`src/rtl/decode_pkg.sv`:
```
// Shared types for the pipelined instruction decoder: format codes, skid states, decoded payload.
// Widths here are the default build; the top module's parameters default to them.
package decode_pkg;

  localparam int P_INSTR_W = 16;
  localparam int P_OPC_W   = 4;
  localparam int P_RA_W    = 3;
  localparam int P_DATA_W  = 16;
  localparam int P_FW      = P_INSTR_W - P_OPC_W;
  localparam int P_IMM_W   = P_FW - 1 - 2 * P_RA_W;
  localparam int P_SIMM_W  = P_FW - P_RA_W - 1;

  typedef logic [1:0] fmt_t;

  localparam fmt_t FMT_R = 2'b00;
  localparam fmt_t FMT_I = 2'b01;
  localparam fmt_t FMT_J = 2'b10;
  localparam fmt_t FMT_S = 2'b11;

  typedef enum logic [1:0] {
    EMPTY = 2'd0,
    HALF  = 2'd1,
    FULL  = 2'd2
  } skid_state_t;

  typedef struct packed {
    fmt_t                fmt;
    logic [P_RA_W-1:0]   rd;
    logic [P_RA_W-1:0]   rs1;
    logic [P_RA_W-1:0]   rs2;
    logic                m;
    logic [P_DATA_W-1:0] imm;
  } payload_t;

endpackage

```
`src/rtl/decode_fields.sv`:
```
// Combinational field extraction and sign-extension: low instruction bits + format -> payload.
// Fields a format does not use are driven to zero.
module decode_fields
  import decode_pkg::*;
(
  input  logic [P_FW-1:0] fw,
  input  fmt_t            func,
  output payload_t        dec
);

  always_comb begin
    dec     = '0;
    dec.fmt = func;
    case (func)
      FMT_R: begin
        dec.rd  = fw[P_FW-1 -: P_RA_W];
        dec.rs1 = fw[P_FW-1-P_RA_W -: P_RA_W];
        dec.rs2 = fw[P_FW-1-2*P_RA_W -: P_RA_W];
      end
      FMT_I: begin
        dec.m   = fw[P_FW-1];
        dec.rd  = fw[P_FW-2 -: P_RA_W];
        dec.rs1 = fw[P_FW-2-P_RA_W -: P_RA_W];
        dec.imm = {{(P_DATA_W-P_IMM_W){fw[P_IMM_W-1]}}, fw[P_IMM_W-1:0]};
      end
      FMT_J: begin
        dec.imm = {{(P_DATA_W-P_FW){fw[P_FW-1]}}, fw};
      end
      default: begin
        // S-format immediate skips bit 0
        dec.rs1 = fw[P_FW-1 -: P_RA_W];
        dec.imm = {{(P_DATA_W-P_SIMM_W){fw[P_SIMM_W]}}, fw[P_SIMM_W:1]};
      end
    endcase
  end

endmodule

```
`src/rtl/pipelined_instr_decoder.sv`:
```
// Registered instruction decoder with a 2-entry skid buffer between fetch and register-read.
// Optional RAW hazard tracker enabled by defining DECODE_HAZARD_EN.
module pipelined_instr_decoder
  import decode_pkg::*;
#(
  parameter int INSTR_W = P_INSTR_W,
  parameter int OPC_W   = P_OPC_W,
  parameter int RA_W    = P_RA_W,
  parameter int DATA_W  = P_DATA_W
) (
  input  logic               clk,
  input  logic               reset,
  input  logic               flush,
  input  logic               in_valid,
  output logic               in_ready,
  input  logic [INSTR_W-1:0] in_instr,
  input  logic [1:0]         in_func,
  output logic               out_valid,
  input  logic               out_ready,
  output logic [1:0]         out_fmt,
  output logic [RA_W-1:0]    out_rd,
  output logic [RA_W-1:0]    out_rs1,
  output logic [RA_W-1:0]    out_rs2,
  output logic               out_m,
  output logic [DATA_W-1:0]  out_imm,
  output logic               out_raw
);

  localparam int FW = INSTR_W - OPC_W;

  // Handshake: a beat transfers on a cycle where valid and ready are both high; valid never
  // depends on ready, and the payload is held stable while valid is high and ready is low.
  skid_state_t state_q, state_d;
  logic        in_ready_q, in_ready_d;
  payload_t    main_q, main_d, skid_q, skid_d, dec;
  logic        acc, prod, ld_main_in, ld_main_skid, ld_skid;
  logic [OPC_W-1:0] unused_opc;

  assign unused_opc = in_instr[INSTR_W-1 -: OPC_W];

  decode_fields u_fields (
    .fw   (in_instr[FW-1:0]),
    .func (in_func),
    .dec  (dec)
  );

  always_comb begin
    acc          = in_valid & in_ready_q;
    prod         = (state_q != EMPTY) & out_ready;
    ld_main_in   = 1'b0;
    ld_main_skid = 1'b0;
    ld_skid      = 1'b0;
    state_d      = state_q;
    case (state_q)
      EMPTY: begin
        if (acc) begin
          ld_main_in = 1'b1;
          state_d    = HALF;
        end
      end
      HALF: begin
        if (acc && prod) begin
          ld_main_in = 1'b1;
        end else if (acc) begin
          ld_skid = 1'b1;
          state_d = FULL;
        end else if (prod) begin
          state_d = EMPTY;
        end
      end
      FULL: begin
        if (prod) begin
          ld_main_skid = 1'b1;
          state_d      = HALF;
        end
      end
      default: state_d = EMPTY;
    endcase
    if (flush) begin
      ld_main_in   = 1'b0;
      ld_main_skid = 1'b0;
      ld_skid      = 1'b0;
      state_d      = EMPTY;
    end
    in_ready_d = (state_d != FULL);
    main_d     = ld_main_in ? dec : (ld_main_skid ? skid_q : main_q);
    skid_d     = ld_skid ? dec : skid_q;
  end

  always_ff @(posedge clk) begin
    if (reset) begin
      state_q    <= EMPTY;
      in_ready_q <= 1'b1;
      main_q     <= '0;
      skid_q     <= '0;
    end else begin
      state_q    <= state_d;
      in_ready_q <= in_ready_d;
      main_q     <= main_d;
      skid_q     <= skid_d;
    end
  end

  assign in_ready  = in_ready_q;
  assign out_valid = (state_q != EMPTY);
  assign out_fmt   = main_q.fmt;
  assign out_rd    = main_q.rd;
  assign out_rs1   = main_q.rs1;
  assign out_rs2   = main_q.rs2;
  assign out_m     = main_q.m;
  assign out_imm   = main_q.imm;

`ifdef DECODE_HAZARD_EN
  logic            trk_v_q, trk_v_d, hit;
  logic [RA_W-1:0] trk_rd_q, trk_rd_d;
  logic            raw_main_q, raw_main_d, raw_skid_q, raw_skid_d;

  // The hazard flag is computed at accept time and travels with its beat through the skid buffer.
  always_comb begin
    case (dec.fmt)
      FMT_R:        hit = trk_v_q & ((dec.rs1 == trk_rd_q) | (dec.rs2 == trk_rd_q));
      FMT_I, FMT_S: hit = trk_v_q & (dec.rs1 == trk_rd_q);
      default:      hit = 1'b0;
    endcase
    trk_v_d  = trk_v_q;
    trk_rd_d = trk_rd_q;
    if (flush) begin
      trk_v_d  = 1'b0;
    end else if (acc) begin
      if (dec.fmt == FMT_R || dec.fmt == FMT_I) begin
        trk_v_d  = 1'b1;
        trk_rd_d = dec.rd;
      end else begin
        trk_v_d = 1'b0;
      end
    end
    raw_main_d = ld_main_in ? hit : (ld_main_skid ? raw_skid_q : raw_main_q);
    raw_skid_d = ld_skid ? hit : raw_skid_q;
  end

  always_ff @(posedge clk) begin
    if (reset) begin
      trk_v_q    <= 1'b0;
      trk_rd_q   <= '0;
      raw_main_q <= 1'b0;
      raw_skid_q <= 1'b0;
    end else begin
      trk_v_q    <= trk_v_d;
      trk_rd_q   <= trk_rd_d;
      raw_main_q <= raw_main_d;
      raw_skid_q <= raw_skid_d;
    end
  end

  assign out_raw = raw_main_q;
`else
  assign out_raw = 1'b0;
`endif

endmodule

```
`config.mk`:
```
export PLATFORM = sky130hd
export DESIGN_NAME = pipelined_instr_decoder
export DESIGN_NICKNAME = d
export VERILOG_FILES = /design/src/rtl/decode_pkg.sv /design/src/rtl/decode_fields.sv /design/src/rtl/pipelined_instr_decoder.sv
export SDC_FILE = /design/constraint.sdc
export NUM_CORES = 1
export LEC_CHECK = 0
export ABC_AREA = 1
export CAP_MARGIN = 20
export CORE_AREA = 5 5 84 86
export DETAILED_ROUTE_END_ITERATION = 8
export DIE_AREA = 0 0 89 91
export HOLD_SLACK_MARGIN = 0.15
export PLACE_DENSITY = 0.89
export REMOVE_ABC_BUFFERS = 1
export SETUP_SLACK_MARGIN = 0.4
export SYNTH_ARGS = -nofsm -noshare
export SYNTH_HDL_FRONTEND = slang
export SYNTH_HIERARCHICAL = 1
export SYNTH_SLANG_ARGS = --single-unit
export TNS_END_PERCENT = 1
```
`constraint.sdc`:
```
create_clock -name clk -period 1.45 [get_ports clk]
set_input_delay 0.435 -clock clk [delete_from_list [all_inputs] [get_ports clk]]
set_output_delay 0.435 -clock clk [all_outputs]
set_load 0.02 [all_outputs]
```
After elaboration in Yosys (flattened, before gate mapping)
Cells that the tools add are included.
W data, S select, Z words.
{"block": "classes", "eq_ne": 5, "mux": 24, "bitwise_logic": 2, "reduce_logical": 5}
{"cell": "$mux W28", "n": 2}
{"cell": "$pmux W16 S3", "n": 1}
{"cell": "$mux W2", "n": 6}
{"cell": "$mux W1", "n": 10}
{"cell": "$pmux W3 S3", "n": 1}
{"cell": "$pmux W2 S3", "n": 1}
{"cell": "$pmux W3 S2", "n": 1}
{"cell": "$eq A2 B1 Y1 const B", "n": 2}
{"cell": "$eq A2 B2 Y1 const B", "n": 2}
{"cell": "$logic_not A2 Y1", "n": 2}
{"cell": "$reduce_bool A2 Y1", "n": 2}
{"cell": "$mux W3", "n": 1}
{"cell": "$and A1 B1 Y1", "n": 2}
{"cell": "$ne A2 B2 Y1 const B", "n": 1}
{"cell": "$pmux W1 S2", "n": 1}
{"cell": "$logic_and A1 B1 Y1", "n": 1}
{"block": "totals", "register_bits": 59, "input_bits": 23, "word_cells": 50}

Longest topological paths before layout
Gate-level depths: netlist of the first run.
{"block": "depth", "ltp_word": 8, "mapped_depth": 9}

Hierarchy
Netlist of the first run, hierarchy kept.
{"mod": "pipelined_instr_decoder", "n_inst": 1, "cells_per_inst": 398, "area_each_um2": 2777.7, "seq_area_each_um2": 1181.1}
{"mod": "decode_fields", "n_inst": 1, "cells_per_inst": 81, "area_each_um2": 397.9, "seq_area_each_um2": 0.0}

Least setup slack after synthesis of the first run
Ideal clock, no wire load.
{"block": "synth_timing", "kind": "input to register", "from": "input in_func[0]", "to": "register main_q, in the netlist out_imm[12]", "setup_time_ns": 0.065, "arrival_ns": 1.293, "required_time_ns": 1.385, "slack_ns": 0.092, "cell_stages": 9, "path_buffers": 2, "cell_sequence": "inv_1 > buf_2 > nand3_1 > nand3_1 > buf_4 > nand4_1 > nand2_1 > inv_1 > nor2_1"}
{"element": "start: declaration", "line_no": "pipelined_instr_decoder.sv:17", "text": "input logic [1:0] in_func,"}
{"element": "end signal: assignment", "line_no": "pipelined_instr_decoder.sv:99", "text": "main_q <= main_d;"}
{"element": "end: declaration", "line_no": "pipelined_instr_decoder.sv:35", "text": "payload_t main_q, main_d, skid_q, skid_d, dec;"}

Final worst setup path of the first run
{"block": "layout_timing", "from": "register state_q[0]", "to": "register skid_q[15] (netlist name)"}
{"block": "layout_between", "elab_chain_cells": 6, "word_cells_on_any_way": 7}
{"element": "start: declaration", "line_no": "pipelined_instr_decoder.sv:33", "text": "skid_state_t state_q, state_d;"}
{"element": "start signal: assignment", "line_no": "pipelined_instr_decoder.sv:97", "text": "state_q <= state_d;"}
{"element": "$reduce_bool A2 Y1", "line_no": "pipelined_instr_decoder.sv:49", "text": "prod = (state_q != EMPTY) & out_ready;"}
{"element": "$and A1 B1 Y1", "line_no": "pipelined_instr_decoder.sv:49"}
{"element": "$logic_and A1 B1 Y1", "line_no": "pipelined_instr_decoder.sv:62", "text": "if (acc && prod) begin"}
{"element": "$mux W1", "line_no": "pipelined_instr_decoder.sv:62"}
{"element": "$mux W1 (*)", "line_no": "pipelined_instr_decoder.sv:54", "text": "case (state_q)"}
{"element": "$mux W1 (*)", "line_no": "pipelined_instr_decoder.sv:79", "text": "if (flush) begin"}
{"element": "end signal: assignment", "line_no": "pipelined_instr_decoder.sv:100", "text": "skid_q <= skid_d;"}
{"element": "end: declaration", "line_no": "pipelined_instr_decoder.sv:35"}
Every way passes the cells marked *; elsewhere a longest branch is shown, timed or not.
A chain may end at the register's enable or synchronous reset.

==> results of run 1 <==
[through the flow]
step           utilization  instances  power [W]  setup TNS [ns]
6_report            0.7596        634   0.003955               0
5_1_grt             0.7596        634   0.004106         -0.3981
4_1_cts             0.7104        630   0.003787               0
3_5_place_dp        0.6241        605   0.002461          -24.20
3_3_place_gp        0.6241        605   0.002438          -20.46
2_1_floorplan            -        435   0.002091          -91.46
[area by class of cell]
type | count | area (um2)
fill | 393 | 1491
inverter | 72 | 272.8
multi-input combinational | 304 | 1747
sequential | 59 | 1220
clock inverter | 3 | 15.01
timing repair buffer | 107 | 1217
tap | 77 | 96.34
clock buffer | 12 | 145.1
[report_power, final]
group          switching [W]  internal (W)  leakage (nW)
Clock               0.000668      0.000650        0.0860
Sequential         0.0000456       0.00169         0.491
Combinational       0.000520      0.000379          1.64
Total                0.00123       0.00272          2.22
[synth_stat cells, drive strengths merged]
cell type | count | area (um2)
nand3 | 79 | 395.4
inv | 71 | 266.5
nand2 | 69 | 261.5
dfxtp | 59 | 1181
o21ai | 58 | 290.3
buf | 38 | 270.3
nor2 | 38 | 147.6
a21oi | 30 | 150.1
nand4 | 28 | 175.2
clkbuf | 6 | 22.52
clkinv | 1 | 3.750
conb | 1 | 3.750
nor3b | 1 | 7.510
[metal layers]
metal	vias up	part of all wire	routed length, um
li1	1714	-	-
met1	1771	0.36	4219
met2	342	0.47	5582
met3	91	0.10	1227
met4	0	0.064	754
met5	-	0	0
[layout by cell type (no fill, tap or decap), drive strengths merged, types with 3 or more instances in the layout]
master,count
a21oi,30
buf,89
clkbuf,15
clkdlybuf4s50,7
clkinv,3
dfxtp,59
dlygate4sd2,3
dlymetal6s2s,5
inv,72
nand2,69
nand3,79
nand4,28
nor2,38
o21ai,58
[sequential cells by signal, summed over array words and instances, names as in the netlist]
name and flops:
state_q 2, skid_q 28, out_imm 16, out_m 1
out_rs1 3, out_fmt 2, in_ready 1, out_rs2 3
out_rd 3
[worst register-to-register path: stages (launching register included)]
cell and delay (ns):
dfxtp_2 0.34, buf_6 0.12, inv_4 0.03, nor2_4 0.12, nand3_4 0.17, buf_12 0.18
buf_16 0.15, o21ai_1 0.16, a21oi_1 0.07
[path summary, 6_finish.rpt]
kind	end	slack, ns
worst max-delay path	skid_q[15]	0.007
worst min-delay path	out_fmt[0]	0.33
worst max register to register	skid_q[15]	0.007
worst min register to register	skid_q[13]	0.45
[cells by family after synthesis]
logic type,Yosys count,synth area share
other,1,0.001181
flip-flops,59,0.3719
AO/OA/AOI/OAI,88,0.1387
buffers and inverters,116,0.1773
AND/OR/NAND/NOR,215,0.3109
[timing repair]
| action | CTS | global route |
|---|---|---|
| pin swaps | 6 | 30 |
| gates resized for setup | 171 | 183 |
| hold endpoints to repair | 0 | 0 |
| buffers inserted | 5 | 4 |
| setup endpoints to repair | 89 | 89 |
| gates cloned | 5 | 0 |
==> summary.txt, run 1 <==
Logic synthesis
  – Distinct cells, synth: 19
  – Flop and latch count out of synthesis: 59
  – Syn Inst Count: 479
  – Cell Area, Synth: 0.003176 mm2
  – Post-Syn Area per Cell: 6.630 um2
  – Yosys warning count: 6
  – Sequential area share after synthesis: 0.3719

Critical path
  – CP max-delay cell: dfxtp_2
  – Worst setup path category: reg2reg
  – Top Family by Delay on Critical Path: buffers and inverters
  – R2r startpoint: state_q[0]
  – CP Cell Sequence: buf_6, inv_4, nor2_4, nand3_4, buf_12, buf_16, o21ai_1, a21oi_1
  – Worst Path Required: 1.69 ns
  – CP max FO: 11
  – Startpoint types: flop
  – WP data arrival: 1.68 ns
  – CP Capture Type: flop
  – R2R depth: 8
  – CP max stage delay: 0.34 ns
  – Critical path origin: state_q[0]
  – Critical path depth: 8
  – Worst path bufs/invs: 4

Timing
  – Final min period: 1.443 ns
  – RSZ-0062 raised after global routing: yes
  – Fin. Hold Viols: 0
  – Worst setup margin: 0.007448 ns
  – Tcrit/Tclk final: 0.9949
  – Max Freq: 693.2 MHz
  – Slew Limit Fails: 0
  – Skew final: 0.006752 ns
  – WHS: 0.3275 ns
  – Final Setup Violations: 0

Detailed routing
  – DRT iter0 DRCs: 534
  – Final wirelength: 11780 um
  – Routed via count: 3918
  – Routed Antenna Nets: 0
  – DRC Markers: 0
  – Pre-antenna DRT Iters: 8
  – Vias per inst: 6.180
  – Wire per inst: 18.59 um

Global routing
  – Busiest grt layer: met2
  – M3 GR Usage: 0.04434
  – Number of global-route vias before repair: 3659
  – Largest net degree at the start of global routing: 37
  – Grt met2 use: 0.4363
  – Met1 usage: 0.3178
  – GRT overflow: 0
  – Initial antenna violation count: 0
  – Overall routing resource usage: 0.2672
  – First-pass GRT wire length: 17230 um

Floorplanning
  – Die Height: 91 um
  – I/O pin cnt: 54
  – Starting Density: 0.5118
  – Total core area: 0.006205 mm2
  – Die Width: 89 um
  – DIE AREA: 0.008099 mm2
  – Row count: 29

Final layout
  – Area grow syn2layout: 48.42%
  – Fraction of layout cells with a size suffix above 1: 0.3752
  – ANT cells: 0
  – Design area: 0.004713 mm2
  – Final #Nets: 576

Placed design
  – Port buffer count: 48
  – Pre-CTS setup slack: -0.6014 ns
  – DPL Wire Length: 5903 um
  – Placed Area: 0.003872 mm2
  – GPL Wtd Cong: 0.9122

Flow run
  – Max-cap violations: 0

Clock network
  – Clock slew at reported path FFs: 0.07 ns
  – H-Tree Depth: 3
  – Skew-Pair Late Insertion Delay: 0.34 ns
  – CTS sink cnt: 59
  – Clock Tree Buf Depth: 2
  – CTS Buf Count: 9
  – CTS tree: built
  – CTS root buffer: clkbuf_8
  – CTS Hold Bufs: 0

Min path
  – WHS Path Cells: 2
  – HP Class: in2reg
  – HP Start: reset

Power and ir drop
  – Power per cell area: 839.2 mW/mm2
  – Leak: 2.222 nW
  – Worst IR Drop VDD: 0.0006228 V

Status
  – Run status: completed
Power figures use the tool's default switching activity.
==> run 2: changes to the inputs <==
==> constraint.sdc (replaced) <==
create_clock -name clk -period 1.6 [get_ports clk]
set_input_delay 0.48 -clock clk [delete_from_list [all_inputs] [get_ports clk]]
set_output_delay 0.48 -clock clk [all_outputs]
set_load 0.02 [all_outputs]
==> run 2 against run 1 <==
Setup slack better by 0.15 ns. Clock-buffer cell count unchanged. Clock power up 19%. Critical path depth down 7. Sequential share of layout area up 1.7 points. Clock skew down 0.0017 ns. Flip-flop and latch count unchanged. Total power down 3.7%. Global-route usage down 4.6 points. Die area unchanged. Critical path type is now reg2out. Critical endpoint is now out_rs2[1]. Largest power group is now the clock network. Highest routed layer unchanged.
==> summary.txt, run 2 (synthesis gave the netlist of run 1 again) <==
Critical path
  – Worst setup path category: reg2out (was reg2reg)
  – WP data arrival: 0.97 ns (was 1.68 ns)
  – Startpoint types: flop (unchanged)
  – CP Cell Sequence: clkdlybuf4s15_1 (was buf_6, inv_4, nor2_4, nand3_4, buf_12, buf_16, o21ai_1, a21oi_1)
  – CP max stage delay: 0.33 ns (was 0.34 ns)
  – Worst path bufs/invs: 1 (was 4)
  – Worst Path Required: 1.12 ns (was 1.69 ns)
  – CP Capture Type: output port (was flop)
  – Top Family by Delay on Critical Path: flip-flops (was buffers and inverters)
  – CP max-delay cell: dfxtp_1 (was dfxtp_2)
  – CP max FO: 2 (was 11)

Clock network
  – Skew-Pair Late Insertion Delay: 0.34 ns (about the same)
  – H-Tree Depth: 3 (unchanged)
  – Clock Tree Buf Depth: 2 (unchanged)
  – CTS Hold Bufs: 0 (unchanged)
  – CTS root buffer: clkbuf_8 (unchanged)
  – CTS tree: built (unchanged)
  – CTS Buf Count: 9 (unchanged)
  – CTS sink cnt: 59 (unchanged)
  – Clock slew at reported path FFs: 0.06 ns (was 0.07 ns)

Power and ir drop
  – Leak: 2.092 nW (was 2.222 nW)
  – Power per cell area: 888.8 mW/mm2 (was 839.2 mW/mm2)
  – Pwr Total: 0.003808 W (was 0.003955 W)
  – Worst IR Drop VDD: 0.0007051 V (was 0.0006228 V)

Detailed routing
  – Met2 WL: 4899 um (was 5582 um)
  – Routed via count: 3634 (was 3918)
  – Vias per inst: 5.796 (was 6.180)
  – Final wirelength: 10120 um (was 11780 um)
  – DRC Markers: 0 (unchanged)
  – WL met1: 4002 um (was 4219 um)
  – Wire per inst: 16.14 um (was 18.59 um)
  – Routed Antenna Nets: 0 (unchanged)
  – Pre-antenna DRT Iters: 8 (unchanged)
  – DRT iter0 DRCs: 458 (was 534)
  – Routed wl met3: 868 um (was 1227 um)
  – Max Used Layer: met4 (unchanged)

Timing
  – Max Freq: 692.0 MHz
  – Skew final: 0.005023 ns (was 0.006752 ns)
  – RSZ-0062 raised after global routing: yes (unchanged)
  – Final Setup Violations: 0 (unchanged)
  – Final min period: 1.445 ns
  – Tcrit/Tclk final: 0.9031
  – Fin. Hold Viols: 0 (unchanged)
  – Setup TNS: 0 ns (unchanged)
  – Slew Limit Fails: 0 (unchanged)

Final layout
  – Area grow syn2layout: 34.91% (was 48.42%)
  – Commonest non-fill, non-tap cells in the layout: nand3_1 (74), inv_1 (67), nand2_1 (65) (was nand3_1 (71), inv_1 (66), nand2_1 (65))
  – Fraction of layout cells with a size suffix above 1: 0.2218 (was 0.3752)
  – Commonest non-fill, non-tap cell in the layout: nand3_1 (unchanged)
  – ANT cells: 0 (unchanged)
  – Final #Nets: 568 (was 576)
  – Largest reg by FF count: skid_q (unchanged)
  – Largest register FFs: 28 (unchanged)

Floorplanning
  – DIE AREA: 0.008099 mm2 (unchanged)
  – Starting Density: 0.5118 (unchanged)
  – Die Width: 89 um (unchanged)
  – Total core area: 0.006205 mm2 (unchanged)
  – Row count: 29 (unchanged)
  – I/O pin cnt: 54 (unchanged)
  – Die Height: 91 um (unchanged)

Global routing
  – GRT overflow: 0 (unchanged)
  – Overall routing resource usage: 0.2212 (was 0.2672)
  – First-pass GRT wire length: 14500 um (was 17230 um)
  – Largest net degree at the start of global routing: 55 (was 37)
  – Number of global-route vias before repair: 3263 (was 3659)
  – Initial antenna violation count: 0 (unchanged)

Status
  – Run status: completed (unchanged)

Placed design
  – Port buffer count: 48 (unchanged)
  – GPL Wtd Cong: 0.8911 (was 0.9122)
  – DPL Wire Length: 5445 um (was 5903 um)

Min path
  – HP Class: reg2reg (was in2reg)

Flow run
  – Max-cap violations: 0 (unchanged)
run 2: cell types whose count changed in the layout (fill, tap and decap cells not counted), sizes merged, moves of 2 or more:
cell | before | now
buf | 89 | 48
clkbuf | 15 | 46
bufinv | 0 | 2
clkdlybuf4s15 | 0 | 2
clkdlybuf4s50 | 7 | 9
dlygate4sd2 | 3 | 1
run 2: cell type report:
class                   instances  area [um2]
fillers                       454        1921
repair buffers                 99       975.9
clock inverters                 4       72.57
well taps                      77       96.34
inverters                      72       272.8
multi-input cells             304        1529
clock buffers                  12       155.1
flip-flops and latches         59        1182
run 2: worst paths after layout:
path                                  from    endpoint  slack [ns]  cells after the start
worst max-delay path            out_rs2[1]  out_rs2[1]        0.15                      1
worst min-delay path            skid_q[10]  skid_q[10]        0.45                      2
worst max register to register  state_q[1]  skid_q[25]        0.15                      6
worst min register to register  skid_q[10]  skid_q[10]        0.45                      2
run 2: where the power goes:
part,leakage [nW],switching (W),internal [W]
sequential,0.481,0.0000262,0.00153
clock,0.113,0.000607,0.000960
combinational,1.50,0.000415,0.000273
run 2: per-layer routing:
metal  GRT usage  up-vias
met2      0.3787      230
met3     0.03439       49
met5           0        -
met1      0.2700     1654
met4     0.09553        0
li1            -     1701
run 2: through the flow:
step	cells	hold WS [ns]	worst slack, ns	cell area (um2)	utilization
6_report	627	0.4494	0.1550	4284	0.6905
5_1_grt	627	0.4608	0.04987	4284	0.6905
4_1_cts	622	0.4519	0.1042	4135	0.6665
3_5_place_dp	602	0.4425	-0.4323	3837	0.6185
3_3_place_gp	602	0.4303	-0.3498	3837	0.6185
2_1_floorplan	435	0.4257	-1.645	2883	-
run 2: what timing repair did:
item,4_1_cts,5_1_grt
resized for setup,50,98
pin swaps,2,8
cloned,2,5
setup buffers,2,0
endpoints found under the hold margin,0,0
setup endpoints to repair,88,89
==> run 3: changes to the inputs <==
--- a/config.mk
+++ b/config.mk
@@ -6,11 +6,12 @@
 export NUM_CORES = 1
 export LEC_CHECK = 0
 export ABC_AREA = 1
-export CAP_MARGIN = 20
+export CAP_MARGIN = 25
 export CORE_AREA = 5 5 84 86
 export DETAILED_ROUTE_END_ITERATION = 8
 export DIE_AREA = 0 0 89 91
-export HOLD_SLACK_MARGIN = 0.15
+export GPL_ROUTABILITY_DRIVEN = 0
+export HOLD_SLACK_MARGIN = 0.03
 export PLACE_DENSITY = 0.89
 export REMOVE_ABC_BUFFERS = 1
 export SETUP_SLACK_MARGIN = 0.4
==> results of run 3 <==
Final layout, timing and power as in run 2 (identical DEF).
